[src/rtl/id_operand_stage_pkg.sv]
// rtl/id_operand_stage_pkg.sv - shared pipeline widths, constants and ID/EXE control bundle
package id_operand_stage_pkg;

   localparam int ALUC_W = 4;
   localparam int REG_W  = 5;
   localparam int DATA_W = 32;
   localparam int CNT_W  = 16;

   localparam logic [REG_W-1:0] REG_ZERO = '0;

   typedef struct packed {
      logic wreg;
      logic m2reg;
      logic wmem;
      logic aluimm;
   } ectrl_t;

   localparam int ECTRL_W = $bits(ectrl_t);

endpackage

[src/rtl/id_operand_stage_fwd_mux.sv]
// rtl/id_operand_stage_fwd_mux.sv - per-operand forwarding priority selector
module fwd_mux
   import id_operand_stage_pkg::*;
#(
   parameter bit FWD_WB = 1'b1
) (
   input  logic [REG_W-1:0]  src,
   input  logic [DATA_W-1:0] rf_d,
   input  logic              exe_wreg,
   input  logic              exe_m2reg,
   input  logic [REG_W-1:0]  exe_rn,
   input  logic [DATA_W-1:0] exe_alu,
   input  logic              mem_wreg,
   input  logic              mem_m2reg,
   input  logic [REG_W-1:0]  mem_rn,
   input  logic [DATA_W-1:0] mem_alu,
   input  logic [DATA_W-1:0] mem_mdata,
   input  logic              wb_wreg,
   input  logic [REG_W-1:0]  wb_rn,
   input  logic [DATA_W-1:0] wb_d,
   output logic [DATA_W-1:0] opnd
);

   logic exe_hit, mem_hit, wb_hit;

   // A load still in EXE has no data yet; the hazard logic stalls instead.
   assign exe_hit = exe_wreg && !exe_m2reg && (exe_rn != REG_ZERO) && (exe_rn == src);
   assign mem_hit = mem_wreg && (mem_rn != REG_ZERO) && (mem_rn == src);
   assign wb_hit  = FWD_WB && wb_wreg && (wb_rn != REG_ZERO) && (wb_rn == src);

   always_comb begin
      opnd = rf_d;
      if (exe_hit)
         opnd = exe_alu;
      else if (mem_hit)
         opnd = mem_m2reg ? mem_mdata : mem_alu;
      else if (wb_hit)
         opnd = wb_d;
   end

endmodule

[src/rtl/id_operand_stage.sv]
// rtl/id_operand_stage.sv - ID operand resolution, load-use stall and ID/EXE register
module id_operand_stage
   import id_operand_stage_pkg::*;
#(
   parameter bit FWD_WB = 1'b1
) (
   input  logic              clk,
   input  logic              clrn,
   input  logic              id_valid,
   input  logic              id_flush,
   input  logic [REG_W-1:0]  id_rs,
   input  logic [REG_W-1:0]  id_rt,
   input  logic              id_use_rs,
   input  logic              id_use_rt,
   input  logic [REG_W-1:0]  id_rn,
   input  logic              id_wreg,
   input  logic              id_m2reg,
   input  logic              id_wmem,
   input  logic              id_aluimm,
   input  logic [ALUC_W-1:0] id_aluc,
   input  logic [DATA_W-1:0] id_imm,
   output logic [REG_W-1:0]  rna,
   output logic [REG_W-1:0]  rnb,
   input  logic [DATA_W-1:0] qa,
   input  logic [DATA_W-1:0] qb,
   input  logic              exe_wreg,
   input  logic              exe_m2reg,
   input  logic [REG_W-1:0]  exe_rn,
   input  logic [DATA_W-1:0] exe_alu,
   input  logic              mem_wreg,
   input  logic              mem_m2reg,
   input  logic [REG_W-1:0]  mem_rn,
   input  logic [DATA_W-1:0] mem_alu,
   input  logic [DATA_W-1:0] mem_mdata,
   input  logic              wb_wreg,
   input  logic [REG_W-1:0]  wb_rn,
   input  logic [DATA_W-1:0] wb_d,
   output logic              stall,
   output logic [DATA_W-1:0] ea,
   output logic [DATA_W-1:0] eb,
   output logic [DATA_W-1:0] eimm,
   output logic [REG_W-1:0]  ern,
   output logic [ALUC_W-1:0] ealuc,
   output logic              ewreg,
   output logic              em2reg,
   output logic              ewmem,
   output logic              ealuimm,
   output logic              evalid,
   output logic [CNT_W-1:0]  stall_cnt
);

   logic [DATA_W-1:0] opa, opb;
   logic              hazard, advance;
   ectrl_t            ectrl;

   assign rna = id_rs;
   assign rnb = id_rt;

   fwd_mux #(.FWD_WB(FWD_WB)) u_fwd_a (
      .src(id_rs), .rf_d(qa),
      .exe_wreg(exe_wreg), .exe_m2reg(exe_m2reg), .exe_rn(exe_rn), .exe_alu(exe_alu),
      .mem_wreg(mem_wreg), .mem_m2reg(mem_m2reg), .mem_rn(mem_rn),
      .mem_alu(mem_alu), .mem_mdata(mem_mdata),
      .wb_wreg(wb_wreg), .wb_rn(wb_rn), .wb_d(wb_d),
      .opnd(opa)
   );

   fwd_mux #(.FWD_WB(FWD_WB)) u_fwd_b (
      .src(id_rt), .rf_d(qb),
      .exe_wreg(exe_wreg), .exe_m2reg(exe_m2reg), .exe_rn(exe_rn), .exe_alu(exe_alu),
      .mem_wreg(mem_wreg), .mem_m2reg(mem_m2reg), .mem_rn(mem_rn),
      .mem_alu(mem_alu), .mem_mdata(mem_mdata),
      .wb_wreg(wb_wreg), .wb_rn(wb_rn), .wb_d(wb_d),
      .opnd(opb)
   );

   assign hazard = id_valid && exe_wreg && exe_m2reg && (exe_rn != REG_ZERO) &&
                   ((id_use_rs && (exe_rn == id_rs)) || (id_use_rt && (exe_rn == id_rt)));

   // A flushed instruction is discarded anyway, so it must not hold the front end.
   assign stall   = hazard && !id_flush;
   assign advance = !stall && !id_flush && id_valid;

   always_ff @(posedge clk or negedge clrn) begin
      if (!clrn) begin
         ea        <= '0;
         eb        <= '0;
         eimm      <= '0;
         ern       <= '0;
         ealuc     <= '0;
         ectrl     <= '0;
         evalid    <= 1'b0;
         stall_cnt <= '0;
      end else begin
         if (advance) begin
            ea     <= opa;
            eb     <= opb;
            eimm   <= id_imm;
            ern    <= id_rn;
            ealuc  <= id_aluc;
            ectrl  <= '{wreg: id_wreg, m2reg: id_m2reg, wmem: id_wmem, aluimm: id_aluimm};
            evalid <= 1'b1;
         end else begin
            ea     <= '0;
            eb     <= '0;
            eimm   <= '0;
            ern    <= '0;
            ealuc  <= '0;
            ectrl  <= '0;
            evalid <= 1'b0;
         end
         if (stall && (stall_cnt != {CNT_W{1'b1}}))
            stall_cnt <= stall_cnt + 1'b1;
      end
   end

   assign ewreg   = ectrl.wreg;
   assign em2reg  = ectrl.m2reg;
   assign ewmem   = ectrl.wmem;
   assign ealuimm = ectrl.aluimm;

endmodule

[config.mk]
export PLATFORM = sky130hd
export DESIGN_NAME = id_operand_stage
export DESIGN_NICKNAME = d
export VERILOG_FILES = /design/src/rtl/id_operand_stage_pkg.sv /design/src/rtl/id_operand_stage_fwd_mux.sv /design/src/rtl/id_operand_stage.sv
export SDC_FILE = /design/constraint.sdc
export NUM_CORES = 1
export LEC_CHECK = 0
export ABC_AREA = 1
export BUFFER_PORTS_ARGS = -buffer_cell sky130_fd_sc_hd__buf_4
export CORE_ASPECT_RATIO = 0.6
export CORE_UTILIZATION = 43
export CTS_CLUSTER_DIAMETER = 80
export CTS_CLUSTER_SIZE = 16
export DETAILED_ROUTE_END_ITERATION = 8
export PLACE_DENSITY = 0.82
export SLEW_MARGIN = 15
export SYNTH_ARGS = -nofsm -noshare
export SYNTH_HDL_FRONTEND = slang
export SYNTH_SLANG_ARGS = --single-unit
export TNS_END_PERCENT = 1
[constraint.sdc]
create_clock -name clk -period 1.4 [get_ports clk]
set_input_delay 0 -clock clk [delete_from_list [all_inputs] [get_ports clk]]
set_output_delay 0 -clock clk [all_outputs]
set_load 0.005 [all_outputs]
* Yosys cells after proc, flatten, opt, wreduce, memory -nomap -nowiden
Index checks and enable logic that the tools add are counted.
** Word-level totals
- Output and inout port bits :: 137
- Flip-flop bits (word level) :: 126
- Word-level logic and storage cells :: 60
- Bits of input ports :: 273
** Cells by class
- Reductions and logical operators :: 27
- Muxes and demuxes :: 14
- Equality and inequality tests :: 7
- $add $sub $neg :: 1
** Operators by type and width (number)
- 32-bit 2-to-1 mux :: 10
- 5-bit equality test :: 6
- 1-bit logical AND :: 20
- 16-bit by 1-bit adder with 16-bit output, second input constant :: 1
- 16-bit != test, second input constant :: 1
- 5-bit nonzero test :: 3
- 4-bit 2-to-1 mux :: 2
- 5-bit 2-to-1 mux :: 1
- 1-bit logical NOT :: 3
- 1-bit logical OR :: 1
- 1-bit 2-to-1 mux :: 1

* Logic depth before layout (Yosys ltp)
- Depth in word-level cells :: 9
- Gate-level depth with buffers :: 11
- Depth with buffers taken out :: 10

* Modules after synthesis
Synthesis repeated with hierarchy kept, for this count alone.
** Second synthesis, totals
- Cell total of the unflattened synthesis :: 1276
- Area, all modules :: 8704.6 um^2
** Modules (own cells, without submodules)
- id_operand_stage :: area each 4933.5 um^2, cells each 540, instances 1
- fwd_mux :: area each 1885.6 um^2, cells each 368, instances 2

* Least setup slack after synthesis
No wires, ideal clock.
- Kind :: register to register
- Start :: register stall_cnt[0]
- End :: register stall_cnt[6]
- Period minus slack after synthesis :: 1.604 ns
- Stages on the path, launching flop included :: 10
- Setup slack :: -0.204 ns
- Setup time :: 0.117 ns
- Data required time :: 1.283 ns
- Arrival time :: 1.487 ns
- Path through :: dfrtp_1 > ha_1 > nand2_1 > nor2_1 > nand2_1 > nor2_1 > nor2_4 > buf_6 > nand2_1 > nand2_1
** Between the ends
- Longest elaborated chain between the ends :: 2
- Elaborated cells between the ends (all ways) :: 3
- Classes of those cells :: add/sub (1); eq/ne (1); reduce/logical (1)
** Ends and longest elaborated chain
- from (decl) :: line id_operand_stage.sv:49 : output logic [CNT_W-1:0] stall_cnt
- from (signal assigned) :: line id_operand_stage.sv:113 : stall_cnt <= stall_cnt + 1'b1;
- parallel branches: the longest is 2 deep, another holds 16-bit by 1-bit adder with 16-bit output
Parallel ways; which one is timed is not known.
A chain may end at the register's enable or synchronous reset.

* Worst setup path after layout
- Start :: register stall_cnt[5]
- End :: register stall_cnt[11]
Same word-level chain as after synthesis.

==> key figures <==
Outcome
  • Status: finished, violations left
  • Failing checks: negative setup slack

Final layout
  • Flip-flop and latch area: 3160 µm²
  • Multi-input gate area: 4190 µm²
  • Layout cells sized above 1: 0.310
  • Area Overhead vs Synth: 64.1%
  • Fin nets: 2188
  • Fin area: 14600 µm²
  • Fillers: 1489
  • Commonest non-fill, non-tap cell in the layout: buf_4
  • Commonest non-fill, non-tap cells in the layout: 468 x buf_4, 343 x nand2_1, 323 x inv_1

Synthesis
  • Register area share after synthesis: 0.355
  • Syn_nets: 1661
  • Yosys reg bits: 126
  • Count of cell types in the netlist: 27
  • Mean Syn Cell Area: 6.40 µm²
  • Syn. warnings: 0
  • Syn Inst Count: 1387
  • Post-Syn Area: 8880 µm²

Clock network
  • H-tree depth: 4
  • Clk pin slew, worst setup/hold paths: 0.06 ns
  • Clock sink total: 126
  • Total CTS buffers: 17
  • CTS root buf: clkbuf_16
  • Longest Clk Path Bufs: 2
  • Worst-skew pair later-pin latency: 0.42 ns
  • CTS tree: done

STA
  • Setup TNS: -2.13 ns
  • Slew margin rel.: 0.698
  • Period minus WS final: 1.67 ns
  • WHS: 0.00319 ns
  • Setup-failing EPs final: 16
  • Max-slew violations: 0
  • Tcrit/Tclk final: 1.20
  • Endpoints failing hold: 0
  • RSZ-0062 raised after global routing: true
  • Setup WS post-layout: -0.274 ns
  • Worst Tran Pin Value: 0.451 ns
  • Worst Skew: 0.00945 ns
  • Max Freq: 597 MHz

GRT
  • Initial antenna violation count: 2
  • Global-route wire length before repair: 60.1 mm
  • Vias in the first global route: 11200
  • Largest net degree at the start of global routing: 43
  • Total GRT Usage: 0.366
  • Grt ovf: 0

Flow run
  • Max-cap violations: 0

Critical path
  • Worst path cell trace: inv_1 -> nor3_1 -> nand3_1 -> xnor2_1 -> nand2_1 -> nand2_1
  • Most frequent CP cell: nand2_1
  • Crit-path max FO: 4
  • Max incr delay on CP: 0.45 ns
  • CP Buf/Inv Count: 1
  • Worst Path Required: 1.76 ns
  • CP delay by family, top: simple AND/OR/NAND/NOR gates
  • Worst EP arrival: 2.03 ns
  • CP Capture Type: flip-flop
  • Startpoint Class: flip-flop
  • Worst path slowest cell: dfrtp_1
  • Worst Path Class, Setup: reg -> reg

Placed design
  • GPL Wtd Cong: 1.01
  • Hpwl dp: 27.3 mm
  • Cell Area, Placed: 12800 µm²
  • DP Worst Slack: -0.235 ns
  • Port Buf Inserts: 409

Floorplanning
  • Die Ht: 113 µm
  • Die width: 187 µm
  • Die Area: 21200 µm²
  • Std cell rows: 40
  • Initial core utilization: 0.441
  • I/O pins: 410
  • Area of the core: 20100 µm²

Pwr
  • Leakage power: 0.00863 µW
  • Max VDD drop: 830 µV
  • Power Density: 817 nW/µm²

Route
  • Antenna-violating nets left: 0
  • Drc violations: 0
  • Total Wirelength: 40.1 mm
  • DR vias: 11400
  • Pre-antenna DRT Iters: 7
  • Vias/cell: 5.18
  • Routed len/inst: 18.2 µm
  • Number of DRC markers in iteration 0: 1177

Worst hold path
  • Hold crit path type: in -> reg
## synthesized netlist by cell type (all sizes together)
library cell / n / area (µm²)
nand2: 352 / 1330
inv: 326 / 1220
nand3: 270 / 1360
nor2: 144 / 558
dfrtp: 126 / 3150
buf: 63 / 369
mux2: 32 / 360
xnor2: 21 / 184
clkbuf: 19 / 71.3
xor2: 15 / 131
nand4: 7 / 50.1
nor3: 5 / 25.0
o21ai: 3 / 15.0
nor3b: 2 / 31.3
ha: 1 / 12.5
nand3b: 1 / 7.51
## area by class of cell
cell class / count / share of cell area
diodes: 2 / 0.000344
clock buffers: 21 / 0.0309
clock inverters: 11 / 0.0162
inverters: 326 / 0.0840
multi-input cells: 853 / 0.288
flip-flops and latches: 126 / 0.217
well taps: 273 / 0.0235
repair buffers: 590 / 0.341
## metrics by stage
| step | cells | utilization | total power [µW] |
|---|---|---|---|
| final | 2202 | 0.724 | 11900 |
| after CTS | 2195 | 0.718 | 11800 |
| after floorplan | 1387 | - | 4850 |
| after global routing | 2200 | 0.724 | 12300 |
| after detailed placement | 2063 | 0.634 | 6280 |
| after global placement | 2063 | 0.634 | 6250 |
## power by group
group	internal, µW	total, µW	switching, µW
combinational	1380	2710	1330
clock	3570	5330	1760
sequential	3790	3860	73.0
## what timing repair did
action | in CTS | in global routing
pin swaps | 4 | 7
resized for setup | 6 | 19
hold buffers | 95 | 0
buffers inserted | 5 | 5
hold endpoints to repair | 235 | 0
setup endpoints to repair | 16 | 18
## per-layer routing
layer / routed length [µm] / up-vias / GRT usage
li1: - / 5171 / -
met5: 0 / - / 0
met2: 18800 / 858 / 0.617
met4: 1580 / 0 / 0.137
met1: 15100 / 5225 / 0.453
met3: 4580 / 156 / 0.0946
## worst min-delay path, delay by kind of cell
family / cells / cell delay, ns
buf+inv: 3 / 0.19
simple gates: 4 / 0.19
## cell families (layout without fill, tap and decap cells)
family,count (synthesis),in the layout,synth area share
muxes,32,32,0.0406
buffers and inverters,408,948,0.187
and+or+nand+nor,781,781,0.378
DFF,126,126,0.355
xor gates and xnor gates,36,36,0.0355
adders and majority gates,1,1,0.00141
other,0,2,0
AOI/OAI and AO/OA,3,3,0.00169
## sequential cells by signal (all words and copies together) (netlist names)
| name | cells |
|---|---|
| em2reg | 1 |
| stall_cnt | 16 |
| ewreg | 1 |
| eb | 32 |
| ern | 5 |
| ewmem | 1 |
| ea | 32 |
| ealuimm | 1 |
| evalid | 1 |
| eimm | 32 |
| ealuc | 4 |
## worst paths after layout
| check | from | to | slack (ns) | cells past startpoint |
|---|---|---|---|---|
| setup / recovery | stall_cnt[5] | stall_cnt[11] | -0.27 | 6 |
| hold / removal | qb[30] | eb[30] | 0.003 | 7 |
| setup reg to reg | stall_cnt[5] | stall_cnt[11] | -0.27 | 6 |
| hold reg to reg | stall_cnt[3] | stall_cnt[3] | 0.62 | 2 |
| max in group asynchronous | clrn | eimm[25] | 0.73 | 3 |
| min in group asynchronous | clrn | stall_cnt[9] | 0.08 | 2 |
No activity file was read; power rests on OpenSTA's default activity.
